**src/rtl/ps2_pkg.sv**
```systemverilog
// Shared PS/2 frame constants and helpers, also used by the downstream scan-code decoder.
package ps2_pkg;

    localparam int         FRAME_BITS = 11;
    localparam logic       START_BIT  = 1'b0;
    localparam logic       STOP_BIT   = 1'b1;
    localparam logic [7:0] BREAK_CODE = 8'hF0;
    localparam logic [7:0] EXT_PREFIX = 8'hE0;

    // Odd parity holds when the data bits together with the parity bit contain an odd number of ones.
    function automatic logic parity_odd(input logic [7:0] d, input logic p);
        return (^{d, p}) == 1'b1;
    endfunction

endpackage

```
**src/rtl/ps2_byte_fifo.sv**
```systemverilog
// Byte FIFO with a registered head byte that keeps its last value when the FIFO is empty.
module ps2_byte_fifo #(
    parameter int AW = 3
) (
    input  logic          clk,
    input  logic          rst_n,
    input  logic          push_i,
    input  logic [7:0]    wdata_i,
    input  logic          pop_i,
    output logic [7:0]    head_o,
    output logic          empty_o,
    output logic          full_o,
    output logic [AW:0]   count_o
);

    localparam int          DEPTH   = 1 << AW;
    localparam logic [AW:0] DEPTH_C = (AW + 1)'(DEPTH);

    logic [7:0]    mem_q [DEPTH];
    logic [AW-1:0] rd_q, rd_d, wr_q, wr_d;
    logic [AW:0]   count_q, count_d, remain_s;
    logic [7:0]    head_q, head_d;
    logic          empty_q, full_q;
    logic          pop_ok_s, push_ok_s;

    // A pop frees a slot before the push is judged, so a full FIFO accepts a push that coincides with a pop.
    always_comb begin
        pop_ok_s  = pop_i & (count_q != '0);
        push_ok_s = push_i & ((count_q != DEPTH_C) | pop_ok_s);
        rd_d      = rd_q + AW'(pop_ok_s);
        wr_d      = wr_q + AW'(push_ok_s);
        remain_s  = count_q - (AW + 1)'(pop_ok_s);
        count_d   = remain_s + (AW + 1)'(push_ok_s);
        if (count_d == '0) begin
            head_d = head_q;
        end else if (remain_s == '0) begin
            head_d = wdata_i;
        end else begin
            head_d = mem_q[rd_d];
        end
    end

    // Storage array; its contents are only read once written, so it needs no reset.
    always_ff @(posedge clk) begin
        if (push_ok_s) begin
            mem_q[wr_q] <= wdata_i;
        end
    end

    // Pointers, occupancy, status flags and head register.
    always_ff @(posedge clk or negedge rst_n) begin
        if (!rst_n) begin
            rd_q    <= '0;
            wr_q    <= '0;
            count_q <= '0;
            head_q  <= 8'h00;
            empty_q <= 1'b1;
            full_q  <= 1'b0;
        end else begin
            rd_q    <= rd_d;
            wr_q    <= wr_d;
            count_q <= count_d;
            head_q  <= head_d;
            empty_q <= (count_d == '0);
            full_q  <= (count_d == DEPTH_C);
        end
    end

    assign head_o  = head_q;
    assign empty_o = empty_q;
    assign full_o  = full_q;
    assign count_o = count_q;

endmodule

```
**src/rtl/ps2_rx_fifo.sv**
```systemverilog
// PS/2 device-to-host receiver: synchronises the bus, deserialises and checks frames,
// and buffers good bytes for the scan-code decoder behind a ready/nextdata_n pop handshake.
module ps2_rx_fifo
    import ps2_pkg::*;
#(
    parameter int FIFO_AW     = 3,
    parameter int SYNC_STAGES = 3,
    parameter int TIMEOUT_CYC = 4096
) (
    input  logic               clk,
    input  logic               clrn,
    input  logic               ps2_clk,
    input  logic               ps2_data,
    input  logic               nextdata_n,
    output logic [7:0]         data,
    output logic               ready,
    output logic               overflow,
    output logic               frame_err,
    output logic [FIFO_AW:0]   fifo_count
);

    localparam int             TO_W     = $clog2(TIMEOUT_CYC);
    localparam logic [TO_W-1:0] TO_LAST = TO_W'(TIMEOUT_CYC - 1);
    localparam logic [3:0]     LAST_BIT = 4'(FRAME_BITS - 1);

    logic [SYNC_STAGES-1:0] clk_sync_q, data_sync_q;
    logic [3:0]             bitcnt_q, bitcnt_d;
    logic [8:0]             shift_q, shift_d;
    logic [TO_W-1:0]        to_q, to_d;
    logic                   overflow_q, overflow_d;
    logic                   frame_err_q;
    logic                   fall_s, bit_s, push_s, bad_s, drop_s, pop_ok_s;
    logic                   fifo_empty_s, fifo_full_s;

    // Both chains have equal depth so the data sample lines up with the detected clock edge.
    always_ff @(posedge clk or negedge clrn) begin
        if (!clrn) begin
            clk_sync_q  <= '1;
            data_sync_q <= '1;
        end else begin
            clk_sync_q  <= {clk_sync_q[SYNC_STAGES-2:0], ps2_clk};
            data_sync_q <= {data_sync_q[SYNC_STAGES-2:0], ps2_data};
        end
    end

    assign fall_s = clk_sync_q[SYNC_STAGES-1] & ~clk_sync_q[SYNC_STAGES-2];
    assign bit_s  = data_sync_q[SYNC_STAGES-2];

    // Frame deserialiser and mid-frame timeout; shift_q collects data bits 0..7 then parity.
    always_comb begin
        bitcnt_d = bitcnt_q;
        shift_d  = shift_q;
        to_d     = to_q;
        push_s   = 1'b0;
        bad_s    = 1'b0;
        if (fall_s) begin
            to_d = '0;
            if (bitcnt_q == 4'd0) begin
                if (bit_s == START_BIT) begin
                    bitcnt_d = 4'd1;
                end else begin
                    bitcnt_d = 4'd0;
                end
            end else if (bitcnt_q == LAST_BIT) begin
                bitcnt_d = 4'd0;
                shift_d  = '0;
                if ((bit_s == STOP_BIT) && parity_odd(shift_q[7:0], shift_q[8])) begin
                    push_s = 1'b1;
                end else begin
                    bad_s = 1'b1;
                end
            end else begin
                bitcnt_d = bitcnt_q + 4'd1;
                shift_d  = {bit_s, shift_q[8:1]};
            end
        end else if (bitcnt_q != 4'd0) begin
            if (to_q == TO_LAST) begin
                bitcnt_d = 4'd0;
                shift_d  = '0;
                to_d     = '0;
            end else begin
                to_d = to_q + TO_W'(1);
            end
        end else begin
            to_d = '0;
        end
    end

    // A full FIFO is always non-empty, so any pop request then succeeds and makes room.
    always_comb begin
        pop_ok_s = ~nextdata_n & ~fifo_empty_s;
        drop_s   = push_s & fifo_full_s & nextdata_n;
        if (drop_s) begin
            overflow_d = 1'b1;
        end else if (pop_ok_s) begin
            overflow_d = 1'b0;
        end else begin
            overflow_d = overflow_q;
        end
    end

    // Receiver state and status registers.
    always_ff @(posedge clk or negedge clrn) begin
        if (!clrn) begin
            bitcnt_q    <= 4'd0;
            shift_q     <= '0;
            to_q        <= '0;
            overflow_q  <= 1'b0;
            frame_err_q <= 1'b0;
        end else begin
            bitcnt_q    <= bitcnt_d;
            shift_q     <= shift_d;
            to_q        <= to_d;
            overflow_q  <= overflow_d;
            frame_err_q <= bad_s;
        end
    end

    ps2_byte_fifo #(
        .AW (FIFO_AW)
    ) u_fifo (
        .clk     (clk),
        .rst_n   (clrn),
        .push_i  (push_s),
        .wdata_i (shift_q[7:0]),
        .pop_i   (~nextdata_n),
        .head_o  (data),
        .empty_o (fifo_empty_s),
        .full_o  (fifo_full_s),
        .count_o (fifo_count)
    );

    assign ready     = ~fifo_empty_s;
    assign overflow  = overflow_q;
    assign frame_err = frame_err_q;

endmodule
```
**config.mk**
```make
export PLATFORM = sky130hd
export DESIGN_NAME = ps2_rx_fifo
export DESIGN_NICKNAME = d
export VERILOG_FILES = /design/src/rtl/ps2_pkg.sv /design/src/rtl/ps2_byte_fifo.sv /design/src/rtl/ps2_rx_fifo.sv
export SDC_FILE = /design/constraint.sdc
export NUM_CORES = 1
export LEC_CHECK = 0
export BUFFER_PORTS_ARGS = -buffer_cell sky130_fd_sc_hd__clkbuf_2
export CAP_MARGIN = 15
export CORE_ASPECT_RATIO = 0.5
export CORE_MARGIN = 3
export CORE_UTILIZATION = 23
export DETAILED_ROUTE_END_ITERATION = 8
export SLEW_MARGIN = 20
export SYNTH_ARGS = -nofsm -noshare
export SYNTH_HDL_FRONTEND = slang
export SYNTH_HIERARCHICAL = 1
export SYNTH_SLANG_ARGS = --single-unit
```
**constraint.sdc**
```tcl
create_clock -name clk -period 4.3 [get_ports clk]
set_input_delay 0.86 -clock clk [delete_from_list [all_inputs] [get_ports clk]]
set_output_delay 0.86 -clock clk [all_outputs]
set_load 0.03 [all_outputs]
```
==> flow_summary_export.csv, run 1 <==
group,metric,value,unit
cts,cts_resized,0,
pwr,leakagePower,2.482,nW
cts,cts.sinks,116,
logic_synthesis,netlist.area_leader.share,37.17,%
cts,path_clk_slew,50,ps
job,drv_cap,0,
detailed_routing,vias_per_cell,4.144,
cts,root_buffer,"clkbuf_16",
setup_path,reg2reg_to,"u_fifo/head_o[5]",
sta,max_slew_margin,34.35,%
detailed_routing,wl_per_cell,14.26,microns
die,core,0.02187,sq mm
detailed_routing,dr_total_vias,2876,
outcome,outcome,"completed",
pwr,switchingPower,1.597,mW
pwr,ir_worst_vdd,359.2,uV
setup_path,timing.rr.start,"shift_q[1]",
final_layout,stdcell_count,694,
cts,max-clock-path-buffers,2,
sta,hold_viol,0,
worst_hold_path,hp-class,"reg -> reg",
die,die_width,218.0,microns
die,die_area,0.02442,sq mm
detailed_routing,dr.pass1.iters,4,
final_layout,diodes,0,
grt,grtUsageTotal,8.657,%
logic_synthesis,yosys-top-cells-count,"edfxtp_1, dfrtp_1, mux2i_1",
setup_path,crit_type,"reg -> reg",
pwr,power.internal,3.060,mW
logic_synthesis,synth_area_leaders,"edfxtp_1, dfrtp_1, mux2i_1",
sta,setup-tns-final,0,ps
detailed_routing,drtIter0Drc,148,
grt,grt_max_degree,40,
pwr,p_clk_share,30.9,%
setup_path,cp-start-kind,"flop",
sta,finalMaxSlewViolations,0,
setup_path,cp_max_fo,12,
die,start_util,23.64,%
grt,grt_pass1_wl,16.11,mm
logic_synthesis,synth_warnings,6,
cts,cts_setup_buffers,0,
place,portBuffers,19,
final_layout,syn2layout_area_growth,20.43,%
final_layout,drive_above_1_share,21.83,%
cts,tritoncts,"done",
cts,numCtsBuffers,17,
pwr,p_sw_share,34.29,%
final_layout,fill_cells,2239,
pwr,power_density,747.9,mW/mm^2
grt,antenna_found_initial,0,
die,rows,38,
place,numPlacedInstances,662,
detailed_routing,drc,0,
sta,clock_skew,11.87,ps
pwr,seqPwrFrac,34.8,%
logic_synthesis,synth_edf_count,64,
setup_path,crit_path_start,"shift_q[1]",
logic_synthesis,synth_nets,362,
sta,finalSetupViolCount,0,
pwr,p_comb_share,34.3,%
cts,cts.hold.buffers_added,0,
sta,worst_slew_pin_slew,984.7,ps
setup_path,r2r_slack,1100,ps
place,gp_congestion,0.7310,
logic_synthesis,async_flop_share,44.83,%
setup_path,cp_data_arrival_time,3520,ps
logic_synthesis,synth.distinct_cells,56,
sta,post-route-period-util,74.33,%
logic_synthesis,yosys.cell_count.top_type,"edfxtp_1",
sta,fmax,312.9,MHz
sta,rsz0062_at_grt,"false",
logic_synthesis,seq_area_frac_synth,62.49,%
sta,fin_crit,3196,ps
final_layout,multiInputGateArea,0.001750,sq mm
detailed_routing,drt-total-wl,9.899,mm
logic_synthesis,avgSynthCellArea,14.99,sq um
final_layout,fin_nets,398,
logic_synthesis,synth_top_area_cell,"edfxtp_1",
logic_synthesis,ys_seq_elements,116,
worst_hold_path,min_from,"clk_sync_q[0]",
logic_synthesis,synth_ff_type,"edfxtp_1",
setup_path,end_kind,"flop",
grt,gr-total-overflow,0,
die,die_y,112.0,microns
place,hpwl,6.138,mm
cts,clk-insertion-delay-late,410,ps
setup_path,endpoint,"u_fifo/head_o[5]",
detailed_routing,ant_nets,0,
grt,first_global_vias,2907,
setup_path,cp.required,4630,ps
die,num_io_pins,20,
cts,htree_levels,4,
logic_synthesis,synthCells,345,
logic_synthesis,syn_area,0.005170,sq mm
final_layout,register_area,0.003231,sq mm
setup_path,reg2regPathDepth,10,
-- power by group through the flow --
stage	registers, mW	logic (mW)	clock network [mW]
2_1_floorplan	1.67	1.28	0
3_3_place_gp	1.63	1.60	0
3_5_place_dp	1.64	1.60	0
4_1_cts	1.62	1.61	1.47
5_1_grt	1.65	1.73	1.52
6_report	1.62	1.60	1.44
-- critical path, stage by stage (launching register included) --
cell and delay [ps]:
dfrtp_1 540, xnor2_1 290, xnor3_1 390, mux2i_1 280, inv_1 70, o31a_1 150
ha_1 240, ha_1 300, or3_4 430, nor2_8 200, mux2i_1 210
-- area by class of cell --
class | instances | share of cell area [%]
Tap cell | 300 | 6.029
Sequential cell | 116 | 51.89
Inverter | 24 | 1.447
Multi-Input combinational cell | 196 | 28.11
Timing Repair Buffer | 26 | 2.572
Clock buffer | 20 | 7.677
Clock inverter | 12 | 2.271
-- through the flow --
stage / cell area [sq um] / power, mW / utilization (%) / worst slack (ps) / hold slack [ps]
after floorplan: 5170 / 2.950 / - / 1379 / 345.2
after global placement: 5607 / 3.234 / 25.64 / 1109 / 345.9
after detailed placement: 5607 / 3.248 / 25.64 / 1085 / 347.2
after CTS: 6226 / 4.708 / 28.47 / 1088 / 354.9
after global routing: 6226 / 4.902 / 28.47 / 908.3 / 357.9
final: 6226 / 4.657 / 28.47 / 1104 / 353.9
-- cell families after synthesis --
group / count (synthesis) / synth area share [%]
and+or+nand+nor: 70 / 8.229
buffers and inverters: 33 / 3.654
DFF: 116 / 62.49
xor gates and xnor gates: 23 / 5.228
AOI/OAI and AO/OA: 41 / 5.712
adders and majority gates: 12 / 2.904
muxes: 50 / 11.79
-- layout by cell type, fill, tap and decap left out, types with 3 or more instances in the layout --
| cell type | instances |
|---|---|
| nor3_1 | 6 |
| inv_6 | 3 |
| inv_1 | 24 |
| nor2b_1 | 3 |
| xor2_1 | 6 |
| xnor2_2 | 3 |
| nor2_1 | 20 |
| edfxtp_1 | 64 |
| a22o_1 | 11 |
| dfrtp_1 | 46 |
| nand2_1 | 11 |
| ha_1 | 12 |
| buf_4 | 6 |
| clkbuf_16 | 18 |
| a21oi_1 | 10 |
| nand2b_1 | 5 |
| clkinv_4 | 4 |
| mux4_2 | 6 |
| nand3_1 | 5 |
| xnor2_1 | 11 |
| dfstp_2 | 6 |
| clkbuf_2 | 19 |
| a211oi_1 | 8 |
| mux2i_1 | 41 |
-- how the worst min path moves through the flow --
stage / end / slack (ps) / depth (start not counted)
after floorplan: clk_sync_q[1] / 350 / 0
after global placement: clk_sync_q[1] / 350 / 0
after detailed placement: clk_sync_q[1] / 350 / 0
after CTS: clk_sync_q[1] / 350 / 0
after global routing: clk_sync_q[1] / 360 / 0
final: clk_sync_q[1] / 350 / 0
-- metal layers --
| layer | track usage (%) | wire length, microns | vias up |
|---|---|---|---|
| met1 | 10.45 | 4492 | 1467 |
| met3 | 2.732 | 358 | 12 |
| met2 | 14.09 | 4896 | 39 |
| met4 | 4.297 | 151 | 0 |
| li1 | - | - | 1358 |
| met5 | 0 | 0 | - |
-- flip-flops by register name, indices dropped and copies added (netlist names) --
signal          count
u_fifo/rd_q         3
overflow            1
u_fifo/count_o      4
u_fifo/full_o       1
data_sync_q         2
u_fifo/head_o       8
to_q               12
u_fifo/wr_q         3
u_fifo/empty_o      1
clk_sync_q          3
u_fifo/mem_q       64
shift_q             9
bitcnt_q            4
frame_err           1
(Power assumes the default switching activity.)
==> run 2, diff against run 1 <==
==> constraint.sdc (replaced) <==
create_clock -name clk -period 3.3 [get_ports clk]
set_input_delay 0.66 -clock clk [delete_from_list [all_inputs] [get_ports clk]]
set_output_delay 0.66 -clock clk [all_outputs]
set_load 0.03 [all_outputs]
==> run 2 against run 1 <==
  * Wire length grew 4.4%
  * Maximum frequency grew 5.1%
  * Die area is the same
  * Clock skew shrank 3.7 ps
  * Total power grew 30%
  * Largest cell class unchanged
  * Highest routed layer unchanged
==> flow_summary_export.csv, run 2 (synthesized netlist as in run 1, its figures left out) <==
group,metric,value,unit
outcome,outcome,"completed",
sta,max_slew_margin,52.85,%
detailed_routing,vias_per_cell,4.077,
cts,path_clk_slew,60,ps
cts,max-clock-path-buffers,2,
detailed_routing,wl_per_cell,14.55,microns
worst_hold_path,whs_path_depth,1,
final_layout,mostFrequentLayoutCells,"edfxtp_1, dfrtp_1, mux2i_1, inv_1, buf_4",
final_layout,fill_cells,2238,
grt,grt_pass1_wl,16.41,mm
place,hpwl,6.395,mm
grt,grt_max_degree,53,
die,rows,38,
pwr,p_clk_share,28.7,%
grt,antenna_found_initial,0,
setup_path,cp.required,3630,ps
setup_path,cp-start-kind,"flop",
die,die_width,218.0,microns
final_layout,final_common_cell,"edfxtp_1",
place,gp_congestion,0.7341,
job,drv_cap,0,
setup_path,timing.rr.start,"shift_q[3]",
setup_path,cp.buffers_inverters,1,
grt,grtUsageTotal,8.802,%
setup_path,cp.depth,10,
setup_path,cp_data_arrival_time,3370,ps
detailed_routing,drt-total-wl,10.33,mm
die,core,0.02187,sq mm
cts,root_buffer,"clkbuf_16",
sta,fin_crit,3040,ps
sta,rsz0062_at_grt,"false",
final_layout,final_core_util,28.82,%
final_layout,top_register,"u_fifo/mem_q",
sta,clock_skew,8.128,ps
cts,tritoncts,"done",
pwr,leakagePower,2.524,nW
cts,numCtsBuffers,17,
worst_hold_path,hp-class,"in -> reg",
final_layout,drive_above_1_share,25.12,%
final_layout,diodes,0,
cts,clk-insertion-delay-late,410,ps
setup_path,cpPeakStageDelay,500,ps
setup_path,cpMaxStageDelayCell,"dfrtp_1",
setup_path,reg2reg_to,"u_fifo/head_o[5]",
detailed_routing,dr_total_vias,2895,
setup_path,crit_path_start,"shift_q[3]",
setup_path,cp_top_family,"simple AND/OR/NAND/NOR gates",
setup_path,crit_chain,"xnor2_1 > xnor3_1 > mux2i_1 > inv_1 > o31a_1 > ha_1 > ha_1 > or3_4 > nor2_8 > mux2i_1",
pwr,power.internal,3.894,mW
final_layout,stdcell_count,710,
final_layout,register_area,0.003231,sq mm
grt,use_met2,13.99,%
setup_path,end_kind,"flop",
die,die_y,112.0,microns
sta,post-route-period-util,92.13,%
place,portBuffers,19,
cts,htree_levels,4,
place,numPlacedInstances,675,
pwr,seqPwrFrac,33.4,%
final_layout,top_regs,"u_fifo/mem_q (64), to_q (12), shift_q (9)",
sta,worst_slew_pin_slew,707.2,ps
grt,grt.busiest_layer,"met2",
pwr,p_comb_share,37.9,%
pwr,switchingPower,2.142,mW
detailed_routing,drc,0,
setup_path,cp_max_fo,12,
cts,cts.sinks,116,
detailed_routing,ant_nets,0,
setup_path,crit_type,"reg -> reg",
cts,cts.hold.buffers_added,0,
die,num_io_pins,20,
sta,fmax,328.9,MHz
sta,finalSetupViolCount,0,
setup_path,r2r_slack,260,ps
final_layout,fin_nets,414,
final_layout,largest_reg_flops,64,
final_layout,final_cell_area,0.006302,sq mm
sta,finalMaxSlewViolations,0,
grt,globalRouteMet1Util,11.25,%
pwr,power_density,957.7,mW/mm^2
pwr,p_sw_share,35.49,%
grt,use_met3,2.678,%
detailed_routing,dr.pass1.iters,4,
setup_path,reg2regPathDepth,10,
pwr,ir_worst_vdd,354.4,uV
place,pre_cts_slack,159.5,ps
grt,first_global_vias,2956,
place,placedInstanceArea,0.005704,sq mm
final_layout,multiInputGateArea,0.001774,sq mm
grt,gr-total-overflow,0,
setup_path,endpoint,"u_fifo/head_o[5]",
sta,hold_viol,0,
sta,setup-tns-final,0,ps
sta,setup_slack,259.8,ps
final_layout,syn2layout_area_growth,21.90,%
die,die_area,0.02442,sq mm
detailed_routing,drtIter0Drc,223,
die,start_util,23.64,%
==> run 2: cell count changes in the layout (fill, tap and decap cells not counted), sizes merged <==
cell,before,now
nor2,21,22
bufinv,2,1
clkinvlp,2,5
buf,7,22
clkbuf,39,37
==> run 2: worst min path at each step <==
stage	startpoint	endpoint	slack (ps)
after CTS	ps2_data	data_sync_q[0]	320
after floorplan	clk_sync_q[0]	clk_sync_q[1]	350
final	ps2_clk	clk_sync_q[0]	330
after global placement	clk_sync_q[0]	clk_sync_q[1]	350
after detailed placement	data_sync_q[0]	data_sync_q[1]	350
after global routing	ps2_clk	clk_sync_q[0]	320
==> run 2: layer usage <==
metal / share of wire, % / vias up
met1: 48 / 1450
met5: 0 / -
met2: 47 / 46
li1: - / 1387
met4: 1.8 / 0
met3: 3.5 / 12
==> run 2: cell type report <==
cell class,instances,share of cell area (%)
clock buffers,18,6.810
clock inverters,14,2.065
multi-input cells,197,28.15
well taps,300,5.956
flip-flops and latches,116,51.26
inverters,24,1.429
repair buffers,41,4.328
==> run 2: metrics by stage <==
step | hold WS (ps) | power (mW)
2_1_floorplan | 345.2 | 3.844
3_3_place_gp | 347.1 | 4.266
3_5_place_dp | 346.8 | 4.317
4_1_cts | 318.9 | 6.061
5_1_grt | 321.6 | 6.344
6_report | 330.4 | 6.036
==> run 2: timing repair <==
item                       4_1_cts  5_1_grt
setup buffers                    0        2
hold endpoints to repair         0        0
setup endpoints to repair        0        8
resized for setup                0        2
==> run 2: power groups by stage <==
stage	clock network, mW	registers (mW)	logic [mW]
final	1.73	2.02	2.29
after global routing	1.82	2.05	2.47
after CTS	1.76	2.02	2.28
after detailed placement	0	2.04	2.27
after global placement	0	2.04	2.23
after floorplan	0	2.18	1.67
